$ cat config.mk
export PLATFORM = sky130hd
export DESIGN_NAME = mc_control_unit
export DESIGN_NICKNAME = d
export VERILOG_FILES = /design/src/rtl/mc_control_unit.sv
export SDC_FILE = /design/constraint.sdc
export NUM_CORES = 1
export LEC_CHECK = 0
export CAP_MARGIN = 20
export CORE_UTILIZATION = 32
export CTS_CLUSTER_DIAMETER = 50
export DETAILED_ROUTE_END_ITERATION = 16
export PLACE_DENSITY = 0.78
export SLEW_MARGIN = 20
export SYNTH_ARGS = -nofsm -noshare
export SYNTH_HDL_FRONTEND = slang
export SYNTH_SLANG_ARGS = --single-unit
$ cat constraint.sdc
create_clock -name clk -period 1.85 [get_ports clk]
set_input_delay 0.37 -clock clk [delete_from_list [all_inputs] [get_ports clk]]
set_output_delay 0.37 -clock clk [all_outputs]
set_load 0.02 [all_outputs]
$ cat src/rtl/mc_control_unit.sv
// Multi-cycle MIPS control FSM: sequences fetch/decode/execute/memory/writeback
// and drives the datapath mux selects, write strobes and the alu function select.
module mc_control_unit #(
    parameter int         STATE_W  = 4,
    parameter logic [5:0] OP_RTYPE = 6'b000000,
    parameter logic [5:0] OP_LW    = 6'b100011,
    parameter logic [5:0] OP_SW    = 6'b101011,
    parameter logic [5:0] OP_BEQ   = 6'b000100,
    parameter logic [5:0] OP_ADDI  = 6'b001000,
    parameter logic [5:0] OP_J     = 6'b000010
) (
    input  logic               clk,
    input  logic               reset,
    input  logic [5:0]         op,
    input  logic [5:0]         funct,
    input  logic               zero,
    output logic               pcen,
    output logic [1:0]         pcsrc,
    output logic               iord,
    output logic               memwrite,
    output logic               irwrite,
    output logic               regdst,
    output logic               memtoreg,
    output logic               regwrite,
    output logic               alusrca,
    output logic [1:0]         alusrcb,
    output logic [2:0]         alucontrol,
    output logic [STATE_W-1:0] state
);

    typedef enum logic [STATE_W-1:0] {
        S_FETCH   = STATE_W'(0),
        S_DECODE  = STATE_W'(1),
        S_MEMADR  = STATE_W'(2),
        S_MEMRD   = STATE_W'(3),
        S_MEMWB   = STATE_W'(4),
        S_MEMWR   = STATE_W'(5),
        S_EXECUTE = STATE_W'(6),
        S_ALUWB   = STATE_W'(7),
        S_BRANCH  = STATE_W'(8),
        S_ADDIEX  = STATE_W'(9),
        S_ADDIWB  = STATE_W'(10),
        S_JUMP    = STATE_W'(11)
    } state_t;

    state_t     state_r;
    state_t     state_nxt;
    state_t     dec_st;
    logic       pcwrite;
    logic       branch;
    logic [1:0] aluop;

    function automatic logic [2:0] alu_dec(input logic [1:0] aop, input logic [5:0] f);
        logic [2:0] r;
        case (aop)
            2'b00:   r = 3'b010;
            2'b01:   r = 3'b110;
            default: begin
                case (f)
                    6'b100000: r = 3'b010;
                    6'b100010: r = 3'b110;
                    6'b100100: r = 3'b000;
                    6'b100101: r = 3'b001;
                    6'b101010: r = 3'b111;
                    default:   r = 3'b010;
                endcase
            end
        endcase
        return r;
    endfunction

    always_ff @(posedge clk) begin
        if (!reset) state_r <= S_FETCH;
        else        state_r <= state_nxt;
    end

    always_comb begin
        state_nxt = S_FETCH;
        case (state_r)
            S_FETCH:  state_nxt = S_DECODE;
            S_DECODE: begin
                if (op == OP_LW || op == OP_SW) state_nxt = S_MEMADR;
                else if (op == OP_RTYPE)        state_nxt = S_EXECUTE;
                else if (op == OP_BEQ)          state_nxt = S_BRANCH;
                else if (op == OP_ADDI)         state_nxt = S_ADDIEX;
                else if (op == OP_J)            state_nxt = S_JUMP;
                else                            state_nxt = S_FETCH;
            end
            S_MEMADR: begin
                if (op == OP_LW)      state_nxt = S_MEMRD;
                else if (op == OP_SW) state_nxt = S_MEMWR;
                else                  state_nxt = S_FETCH;
            end
            S_MEMRD:   state_nxt = S_MEMWB;
            S_EXECUTE: state_nxt = S_ALUWB;
            S_ADDIEX:  state_nxt = S_ADDIWB;
            default:   state_nxt = S_FETCH;
        endcase
    end

    // While reset is held the outputs decode as FETCH, with every write strobe suppressed.
    always_comb begin
        dec_st   = reset ? state_r : S_FETCH;
        pcwrite  = 1'b0;
        branch   = 1'b0;
        aluop    = 2'b00;
        pcsrc    = 2'b00;
        iord     = 1'b0;
        memwrite = 1'b0;
        irwrite  = 1'b0;
        regdst   = 1'b0;
        memtoreg = 1'b0;
        regwrite = 1'b0;
        alusrca  = 1'b0;
        alusrcb  = 2'b00;
        case (dec_st)
            S_FETCH: begin
                irwrite = 1'b1;
                pcwrite = 1'b1;
                alusrcb = 2'b01;
            end
            S_DECODE: alusrcb = 2'b11;
            S_MEMADR, S_ADDIEX: begin
                alusrca = 1'b1;
                alusrcb = 2'b10;
            end
            S_MEMRD: iord = 1'b1;
            S_MEMWR: begin
                iord     = 1'b1;
                memwrite = 1'b1;
            end
            S_MEMWB: begin
                memtoreg = 1'b1;
                regwrite = 1'b1;
            end
            S_EXECUTE: begin
                alusrca = 1'b1;
                aluop   = 2'b10;
            end
            S_ALUWB: begin
                regdst   = 1'b1;
                regwrite = 1'b1;
            end
            S_ADDIWB: regwrite = 1'b1;
            S_BRANCH: begin
                alusrca = 1'b1;
                aluop   = 2'b01;
                pcsrc   = 2'b01;
                branch  = 1'b1;
            end
            S_JUMP: begin
                pcsrc   = 2'b10;
                pcwrite = 1'b1;
            end
            default: ;
        endcase
        if (!reset) begin
            irwrite  = 1'b0;
            memwrite = 1'b0;
            regwrite = 1'b0;
            pcwrite  = 1'b0;
            branch   = 1'b0;
        end
        pcen       = pcwrite | (branch & zero);
        alucontrol = alu_dec(aluop, funct);
    end

    assign state = state_r;

endmodule

==> results of run 1 <==
[what timing repair did]
item | CTS | global route
resized for setup | 60 | 18
endpoints found under the setup margin | 15 | 10
buffers inserted | 1 | 0
pin swaps | 5 | 7
[per-stage QoR]
stage               setup TNS [ns]  setup WS [ns]
finish                     -0.0210        -0.0171
global route                -0.217        -0.0711
CTS                       -0.00659       -0.00659
detailed placement           -6.96         -0.821
global placement             -6.50         -0.786
floorplan                  -0.0117        -0.0117
[power by group]
group          internal, W  switching [W]  leakage, nW
sequential       0.0000895     0.00000132       0.0341
clock            0.0000726      0.0000368       0.0138
combinational    0.0000725      0.0000725        0.451
total             0.000235       0.000111        0.499
[layer usage]
layer  up-vias  wire, µm  GRT usage
li1        397         -          -
met1       380       707      0.248
met2        40      1080      0.438
met3         2       170     0.0431
met4         0         7     0.0774
met5         -         0          0
[Yosys cell counts, drive strengths merged]
master,instances
nor2,9
nand2,7
a21oi,5
inv,5
nand2b,5
nor3,5
o21ai,5
dfxtp,4
nor4,4
o31ai,4
clkbuf,3
nand3,3
and3,2
buf,2
o41ai,2
or3,2
or4,2
xnor2,2
a2111oi,1
a2bb2oi,1
a31oi,1
and2,1
nand4,1
nor2b,1
o21bai,1
o22ai,1
xor2,1
[kinds of logic after synthesis]
group,count (synthesis)
simple gates,42
compound gates,21
buf+inv,10
flops,4
xor+xnor,3
[path summary, 6_finish.rpt]
path | from | endpoint
worst min-delay path | op[2] | state[2]
worst max-delay path | state[3] | regwrite
worst max register to register | state[1] | state[0]
worst min register to register | state[3] | state[0]
[layout make-up]
| cell class | count | share of cell area |
|---|---|---|
| repair buffers | 53 | 0.437 |
| multi-input cells | 66 | 0.428 |
| flip-flops and latches | 4 | 0.0779 |
| clock buffers | 3 | 0.0209 |
| well taps | 16 | 0.0186 |
| inverters | 5 | 0.0174 |
[worst max-delay path: cells and delay by family, from the launching register on]
family | cells | cell delay, ns
DFF | 1 | 0.32
AOI/OAI and AO/OA | 1 | 0.15
and+or+nand+nor | 2 | 0.52
buffers and inverters | 3 | 0.27
==> summary.txt, run 1 <==
Yosys
  • Yosys cell types: 30
  • Seq/Total Area, Yosys: 0.156
  • Synth area leaders: dfxtp_1 (16%), nor2_1 (6.6%), nand2b_1 (6.1%)
  • Dominant cell type by area after synthesis: dfxtp_1
  • Synth Area in XOR/XNOR: 0.0513
  • Synthesized cell area: 512 µm²
  • Compound-cell area share of the yosys netlist: 0.286
  • Synth Warn #: 0
  • Post-Synth Adder-Cell Area: 0
  • Syn avg cell area: 6.40 µm²
  • Largest family of logic cells by synthesized area: simple AND/OR/NAND/NOR gates
  • Synth top area share: 0.156
  • Gate Count Post-Synth: 80
  • Mux cell area share after synthesis: 0
  • Flops & latches, synth: 4
  • Simple-Gate Fraction of Synth Area: 0.428
  • Post-Syn Nets: 95

Critical path
  • Crit Path Category: reg2out
  • Startpoint Class: flop
  • Worst-path cell chain: inv_2, buf_6, or3_4, o22ai_2, and2_4, buf_6
  • Most used cell, CP: buf_6
  • R2r worst-path depth: 6
  • WP data arrival: 1.50 ns
  • CP max FO: 2
  • Reg2Reg Setup Slack: 0.24 ns
  • Req. time, crit path: 1.48 ns
  • Crit path largest cell delay: 0.36 ns
  • Crit. End Element: primary output
  • Worst path slowest cell: or3_4

Pwr
  • PD cells: 321 nW/µm²
  • Lkg Pwr: 0.499 nW
  • Overall Power: 0.000345 W
  • Maximum VDD drop: 0.339 mV

Drt
  • First-pass DRT Iterations: 4
  • DR DRC count: 0
  • Routed Antenna Nets: 0
  • Vias after detailed routing: 819
  • Avg WL per Cell: 13.4 µm
  • Vias per Instance: 5.57
  • Routed WL: 1.97 mm
  • DRT iter0 DRCs: 17

Min path
  • WHS Path Cells: 5
  • HP Class: in2reg

Clocking
  • # H-tree levels: 1
  • Cts hold-fix bufs: 0
  • Clk pin slew, worst setup/hold paths: 0.04 ns
  • Root Driver: clkbuf_4
  • Worst skew pair latency: 0.24 ns
  • Num CTS Buffers: 3
  • CTS max path bufs: 2
  • CTS tree: done
  • Clk sinks: 4

Timing
  • RSZ-0062 raised after global routing: true
  • Final Critical Period: 1.87 ns
  • Final hold viol count: 0
  • Final setup viols: 2
  • Max-slew violation count: 0
  • Clock Skews: 0.00680 ns
  • Setup WS post-layout: -0.0171 ns
  • Slew @ Worst Pin: 0.301 ns
  • Hold_ws: 0.596 ns
  • Final period utilization: 1.01
  • Worst slew margin: 0.796
  • Achievable Freq: 0.536 GHz

Global route
  • First-pass GRT wire length: 3.17 mm
  • Antenna violations before repair: 0
  • Pin count of the biggest net entering global routing: 12
  • Gr ovfl total: 0
  • Tot GR Track Use: 0.229
  • Vias in the first global route: 759

Floorplan
  • Initial Utilization: 0.340
  • Die width: 42.0 µm
  • Core Rows: 14
  • Die Height: 42.0 µm
  • # IOs: 34
  • Die area: 1760 µm²
  • CORE AREA: 1510 µm²

Finish
  • Register Area: 83.8 µm²
  • Antenna Cells: 0
  • Most frequent cells in the layout: buf_4 (19), dlygate4sd2_1 (11), clkdlybuf4s50_1 (8)
  • Non-Filler Instances: 147
  • Layout area overhead: 110%
  • Most common cell after layout, fill and taps aside: buf_4
  • Final Util: 0.714
  • Area of the multi-input gates: 460 µm²
  • Share of cells above drive strength 1: 0.397
  • Layout net count: 148
  • Layout fillers: 131
  • Post-route cell area: 1080 µm²
  • Largest register FFs: 4

Placed design
  • Hpwl dp: 1.50 mm
  • Area after DPL: 996 µm²
  • I/O Buffers: 33
  • Final Wtd Congestion: 0.796
  • Cell total after placement: 143

Flow run
  • Max Cap Violations: 0

Status
  • Status: finished, violations left
  • Failing checks: negative setup slack
Power figures use the tool's default switching activity.
==> run 2, diff against run 1 <==
==> constraint.sdc (replaced) <==
create_clock -name clk -period 2.05 [get_ports clk]
set_input_delay 0.41 -clock clk [delete_from_list [all_inputs] [get_ports clk]]
set_output_delay 0.41 -clock clk [all_outputs]
set_load 0.02 [all_outputs]
==> summary.txt, run 2 (synthesis gave the netlist of run 1 again) <==
Timing
  • Fin Setup TNS: 0 ns (+0.0210 ns)
  • Final hold viol count: 0 (unchanged)
  • Worst slew margin: 0.802 (+0.00528)
  • Max-slew violation count: 0 (unchanged)
  • Final period utilization: 0.980
  • Slew @ Worst Pin: 0.294 ns (-0.00781 ns)
  • Achievable Freq: 0.498 GHz
  • Final setup viols: 0 (-2)
  • Clock Skews: 0.00715 ns (+0.000349 ns)
  • Final Critical Period: 2.01 ns

Finish
  • Share of cells above drive strength 1: 0.282 (-0.115)
  • Most common cell after layout, fill and taps aside: buf_4
  • Antenna Cells: 0 (unchanged)
  • Post-route cell area: 1030 µm² (-4.4%)
  • Most frequent cells in the layout: buf_4 (20), clkdlybuf4s50_1 (14), dlygate4sd2_1 (11)
  • Layout net count: 148 (unchanged)
  • Largest register FFs: 4 (unchanged)
  • Layout area overhead: 101%
  • Final Util: 0.683 (-0.0316)
  • Non-Filler Instances: 147 (unchanged)

Pwr
  • Maximum VDD drop: 0.182 mV (-46%)
  • Clock network power share: 0.324 (+0.007)
  • Lkg Pwr: 0.455 nW (-9.0%)
  • NetSw: 0.0000954 W (-14%)
  • PD cells: 297 nW/µm² (-7.4%)
  • Seq pwr share: 0.269 (+0.006)
  • Cell Int Power: 0.000210 W (-10%)
  • Sw Share: 0.312 (-0.00811)
  • Combinational power share: 0.407 (-0.013)

Clocking
  • Worst skew pair latency: 0.24 ns (about the same)
  • Num CTS Buffers: 3 (unchanged)
  • Cts hold-fix bufs: 0 (unchanged)
  • Clk sinks: 4 (unchanged)
  • Clk pin slew, worst setup/hold paths: 0.04 ns (about the same)
  • # H-tree levels: 1 (unchanged)
  • CTS max path bufs: 2 (unchanged)
  • CTS tree: done
  • Root Driver: clkbuf_4

Global route
  • Gr ovfl total: 0 (unchanged)
  • Tot GR Track Use: 0.223 (-0.00609)
  • First-pass GRT wire length: 3.06 mm (-3.7%)
  • Pin count of the biggest net entering global routing: 12 (unchanged)
  • Antenna violations before repair: 0 (unchanged)
  • Vias in the first global route: 771 (+1.6%)

Drt
  • DRT iter0 DRCs: 19 (+2)
  • First-pass DRT Iterations: 4 (unchanged)
  • Avg WL per Cell: 13.0 µm (-2.7%)
  • Routed Antenna Nets: 0 (unchanged)
  • Routed WL: 1.92 mm (-2.7%)
  • Vias per Instance: 5.46 (-2.0%)
  • Vias after detailed routing: 803 (-2.0%)
  • DR DRC count: 0 (unchanged)

Placed design
  • Cell total after placement: 143 (unchanged)
  • Area after DPL: 990 µm² (-0.63%)
  • Final Wtd Congestion: 0.882 (+11%)
  • I/O Buffers: 33 (unchanged)
  • Hpwl dp: 1.42 mm (-5.3%)

Critical path
  • Startpoint Class: input port
  • WP data arrival: 1.60 ns (+0.10 ns)
  • Req. time, crit path: 1.64 ns (+0.16 ns)
  • Worst-path cell chain: clkdlybuf4s50_1, or3_4, a2bb2oi_2, nor2_4, buf_6
  • Crit. End Element: primary output
  • R2r worst-path depth: 5 (-1)
  • CP max FO: 2 (unchanged)
  • Crit Path Category: in2out
  • Worst path slowest cell: clkdlybuf4s50_1
  • Crit path largest cell delay: 0.43 ns (+0.07 ns)

Min path
  • HP Class: reg2reg
  • WHS Path Cells: 2 (-3)

Floorplan
  • Die width: 42.0 µm (unchanged)
  • CORE AREA: 1510 µm² (unchanged)
  • Initial Utilization: 0.340 (unchanged)
  • Die Height: 42.0 µm (unchanged)
  • Die area: 1760 µm² (unchanged)
  • Core Rows: 14 (unchanged)
  • # IOs: 34 (unchanged)

Flow run
  • Max Cap Violations: 0 (unchanged)

Status
  • Status: finished clean
-- run 2: timing repair --
| item | 4_1_cts | 5_1_grt |
|---|---|---|
| resized for setup | 35 | 8 |
| endpoints found under the hold margin | 0 | 0 |
| setup buffers | 1 | 0 |
| pin swaps | 3 | 0 |
| setup endpoints to repair | 15 | 7 |
-- run 2: power by group through the flow --
| stage | registers [W] | logic [W] | clock network, W |
|---|---|---|---|
| 2_1_floorplan | 0.0000865 | 0.0000525 | 0 |
| 3_3_place_gp | 0.0000835 | 0.000123 | 0 |
| 3_5_place_dp | 0.0000834 | 0.000127 | 0 |
| 4_1_cts | 0.0000823 | 0.000123 | 0.000100 |
| 5_1_grt | 0.0000825 | 0.000135 | 0.000100 |
| 6_report | 0.0000822 | 0.000124 | 0.0000990 |
-- run 2: metal layers --
layer | track usage | wire [µm] | vias up
li1 | - | - | 397
met1 | 0.219 | 728 | 361
met2 | 0.459 | 1080 | 39
met3 | 0.0216 | 80 | 6
met4 | 0.0903 | 25 | 0
met5 | 0 | 0 | -
-- run 2: area by class of cell --
| type | instances | area [µm²] |
|---|---|---|
| clock buffer | 3 | 22.5 |
| fill | 138 | 478 |
| inverter | 5 | 18.8 |
| multi-input combinational | 66 | 420 |
| sequential | 4 | 82.6 |
| tap | 16 | 20.0 |
| timing repair buffer | 53 | 464 |
-- run 2: per-stage QoR --
step,hold WS (ns),setup WS (ns),total power (W)
6_report,0.616,0.0402,0.000306
2_1_floorplan,0.556,0.0992,0.000139
3_3_place_gp,0.612,-0.641,0.000207
3_5_place_dp,0.606,-0.695,0.000210
5_1_grt,0.644,-0.0225,0.000317
4_1_cts,0.619,0.000612,0.000306
-- run 2: critical path, delay by kind of cell --
family,cells,cell delay (ns)
compound gates,1,0.15
buf+inv,2,0.55
simple gates,2,0.49
-- run 2: final timing paths --
kind | end | slack (ns) | from
worst max-delay path | alucontrol[0] | 0.04 | funct[2]
worst max register to register | state[0] | 0.60 | state[1]
worst min register to register | state[0] | 0.62 | state[3]
worst min-delay path | state[0] | 0.62 | state[3]
==> run 3, diff against run 2 <==
--- a/config.mk
+++ b/config.mk
@@ -6,10 +6,12 @@
 export NUM_CORES = 1
 export LEC_CHECK = 0
 export CAP_MARGIN = 20
+export CORE_MARGIN = 8
 export CORE_UTILIZATION = 32
 export CTS_CLUSTER_DIAMETER = 50
 export DETAILED_ROUTE_END_ITERATION = 16
 export PLACE_DENSITY = 0.78
+export RECOVER_POWER = 50
 export SLEW_MARGIN = 20
 export SYNTH_ARGS = -nofsm -noshare
 export SYNTH_HDL_FRONTEND = slang
==> summary.txt, run 3 (synthesis gave the netlist of run 1 again) <==
Critical path
  • Critical path origin: op[5]
  • Worst path depth: 5 (unchanged)
  • CP Buf/Inv Count: 1 (-1)
  • Worst path top cell family by delay: compound AO/OA/AOI/OAI gates
  • CP Capture Point: state[0]
  • Crit. End Element: flop
  • Worst-path cell chain: dlygate4sd3_1, or4_1, o31ai_2, o31ai_1, a2111oi_2
  • Crit Path Category: in2reg
  • Reg2reg end: state[0]
  • Reg2Reg Setup Slack: 0.55 ns (-0.05 ns)
  • WP data arrival: 2.07 ns (+0.47 ns)
  • Crit path largest cell delay: 0.55 ns (+0.12 ns)
  • Startpoint Class: input port
  • Worst path slowest cell: dlygate4sd3_1
  • R2r worst-path depth: 5 (unchanged)
  • FF-to-FF Start: state[0]
  • CP max FO: 2 (unchanged)
  • Req. time, crit path: 2.18 ns (+0.54 ns)

Timing
  • Worst slew margin: 0.785 (-0.0172)
  • Hold_ws: 0.610 ns (-0.00644 ns)
  • Slew @ Worst Pin: 0.319 ns (+0.0254 ns)
  • Clock Skews: 0.00296 ns (-0.00419 ns)
  • Achievable Freq: 0.514 GHz (+3.4%)
  • Fin Setup TNS: 0 ns (unchanged)
  • Final Critical Period: 1.94 ns (-0.0660 ns)
  • Final period utilization: 0.948 (-0.0322)
  • Max-slew violation count: 0 (unchanged)
  • Final setup viols: 0 (unchanged)
  • Final hold viol count: 0 (unchanged)

Clocking
  • Clk pin slew, worst setup/hold paths: 0.04 ns (about the same)
  • CTS tree: done
  • Clk sinks: 4 (unchanged)
  • CTS max path bufs: 2 (unchanged)
  • Num CTS Buffers: 3 (unchanged)
  • Post-CTS Setup Bufs: 0 (-1)
  • Root Driver: clkbuf_4
  • Worst skew pair latency: 0.23 ns (about the same)
  • # H-tree levels: 1 (unchanged)
  • Cts hold-fix bufs: 0 (unchanged)

Finish
  • Largest register FFs: 4 (unchanged)
  • Non-Filler Instances: 145 (-1.4%)
  • Layout area overhead: 90.7%
  • Antenna Cells: 0 (unchanged)
  • Layout net count: 146 (-1.4%)
  • Share of cells above drive strength 1: 0.279 (-0.00337)
  • Most frequent cells in the layout: buf_4 (18), dlygate4sd2_1 (10), nor2_1 (9)
  • Most common cell after layout, fill and taps aside: buf_4

Drt
  • Vias per Instance: 5.32 (-2.5%)
  • Avg WL per Cell: 14.0 µm (+7.1%)
  • Vias after detailed routing: 772 (-3.9%)
  • DRT iter0 DRCs: 16 (-3)
  • Routed WL: 2.03 mm (+5.6%)
  • DR DRC count: 0 (unchanged)
  • Routed Antenna Nets: 0 (unchanged)
  • First-pass DRT Iterations: 4 (unchanged)

Pwr
  • Clock network power share: 0.322 (-0.002)
  • PD cells: 302 nW/µm² (+1.5%)
  • Maximum VDD drop: 0.199 mV (+9.3%)
  • Combinational power share: 0.398 (-0.009)
  • Seq pwr share: 0.279 (+0.010)
  • Lkg Pwr: 0.458 nW (+0.83%)
  • Sw Share: 0.309 (-0.00331)
  • Cell Int Power: 0.000203 W (-3.2%)
  • Overall Power: 0.000294 W (-3.7%)
  • NetSw: 0.0000910 W (-4.7%)

Floorplan
  • CORE AREA: 1510 µm² (unchanged)
  • Initial Utilization: 0.340 (unchanged)
  • Die area: 3130 µm² (+78%)
  • # IOs: 34 (unchanged)
  • Core Rows: 14 (unchanged)
  • Die width: 56.0 µm (+33%)
  • Die Height: 56.0 µm (+33%)

Status
  • Status: finished clean

Global route
  • Vias in the first global route: 784 (+1.7%)
  • Antenna violations before repair: 0 (unchanged)
  • Pin count of the biggest net entering global routing: 12 (unchanged)
  • Gr ovfl total: 0 (unchanged)
  • First-pass GRT wire length: 3.42 mm (+12%)
  • Tot GR Track Use: 0.128 (-0.0956)

Placed design
  • Cell total after placement: 142 (-0.70%)
  • I/O Buffers: 33 (unchanged)
  • Final Wtd Congestion: 0.844 (-4.3%)
  • Hpwl dp: 1.61 mm (+13%)

Min path
  • HP Class: reg2reg

Flow run
  • Max Cap Violations: 0 (unchanged)
## run 3: cell type report
| class | instances | area (µm²) |
|---|---|---|
| clock buffers | 3 | 22.5 |
| fillers | 146 | 531 |
| inverters | 5 | 18.8 |
| multi-input cells | 66 | 410 |
| flip-flops and latches | 4 | 82.6 |
| well taps | 16 | 20.0 |
| repair buffers | 51 | 422 |
## run 3: worst reg2reg max path: stages (launching register included)
cell and delay (ns):
dfxtp_1 0.32, clkbuf_2 0.24, nand2b_1 0.11, nor2_1 0.25, o21ai_1 0.18, a2111oi_2 0.29
## run 3: metrics by stage
stage	area (µm²)	util	worst slack, ns
after CTS	1000	0.664	0.00803
final	976	0.648	0.106
after detailed placement	982	0.652	-0.670
after floorplan	518	-	0.0992
after global placement	982	0.652	-0.658
after global routing	976	0.648	-0.00966
## run 3: repair_timing
item                                   4_1_cts  5_1_grt
pin swaps                                    3        2
setup endpoints to repair                   15        7
endpoints found under the hold margin        0        0
resized for setup                           35       13
## run 3: metal layers
metal	GRT usage	vias up	routed length (µm)
met3	0.0411	2	114
met4	0.0584	0	8
met1	0.129	345	820
li1	-	393	-
met5	0	-	0
met2	0.230	32	1080
## run 3: how the worst min path moves through the flow
stage                  start  endpoint  slack [ns]  cells after the start
floorplan              reset  state[3]        0.56                      1
global placement    state[3]  state[0]        0.61                      2
detailed placement  state[3]  state[0]        0.61                      2
CTS                 state[3]  state[0]        0.62                      2
global route        state[1]  state[0]        0.65                      3
finish              state[3]  state[0]        0.61                      2
## run 3: power by group through the flow
stage | Combinational, W | Clock (W) | Sequential (W)
finish | 0.000117 | 0.0000949 | 0.0000822
global placement | 0.000124 | 0 | 0.0000834
detailed placement | 0.000127 | 0 | 0.0000834
CTS | 0.000123 | 0.0000945 | 0.0000824
floorplan | 0.0000525 | 0 | 0.0000865
global route | 0.000128 | 0.000108 | 0.0000827
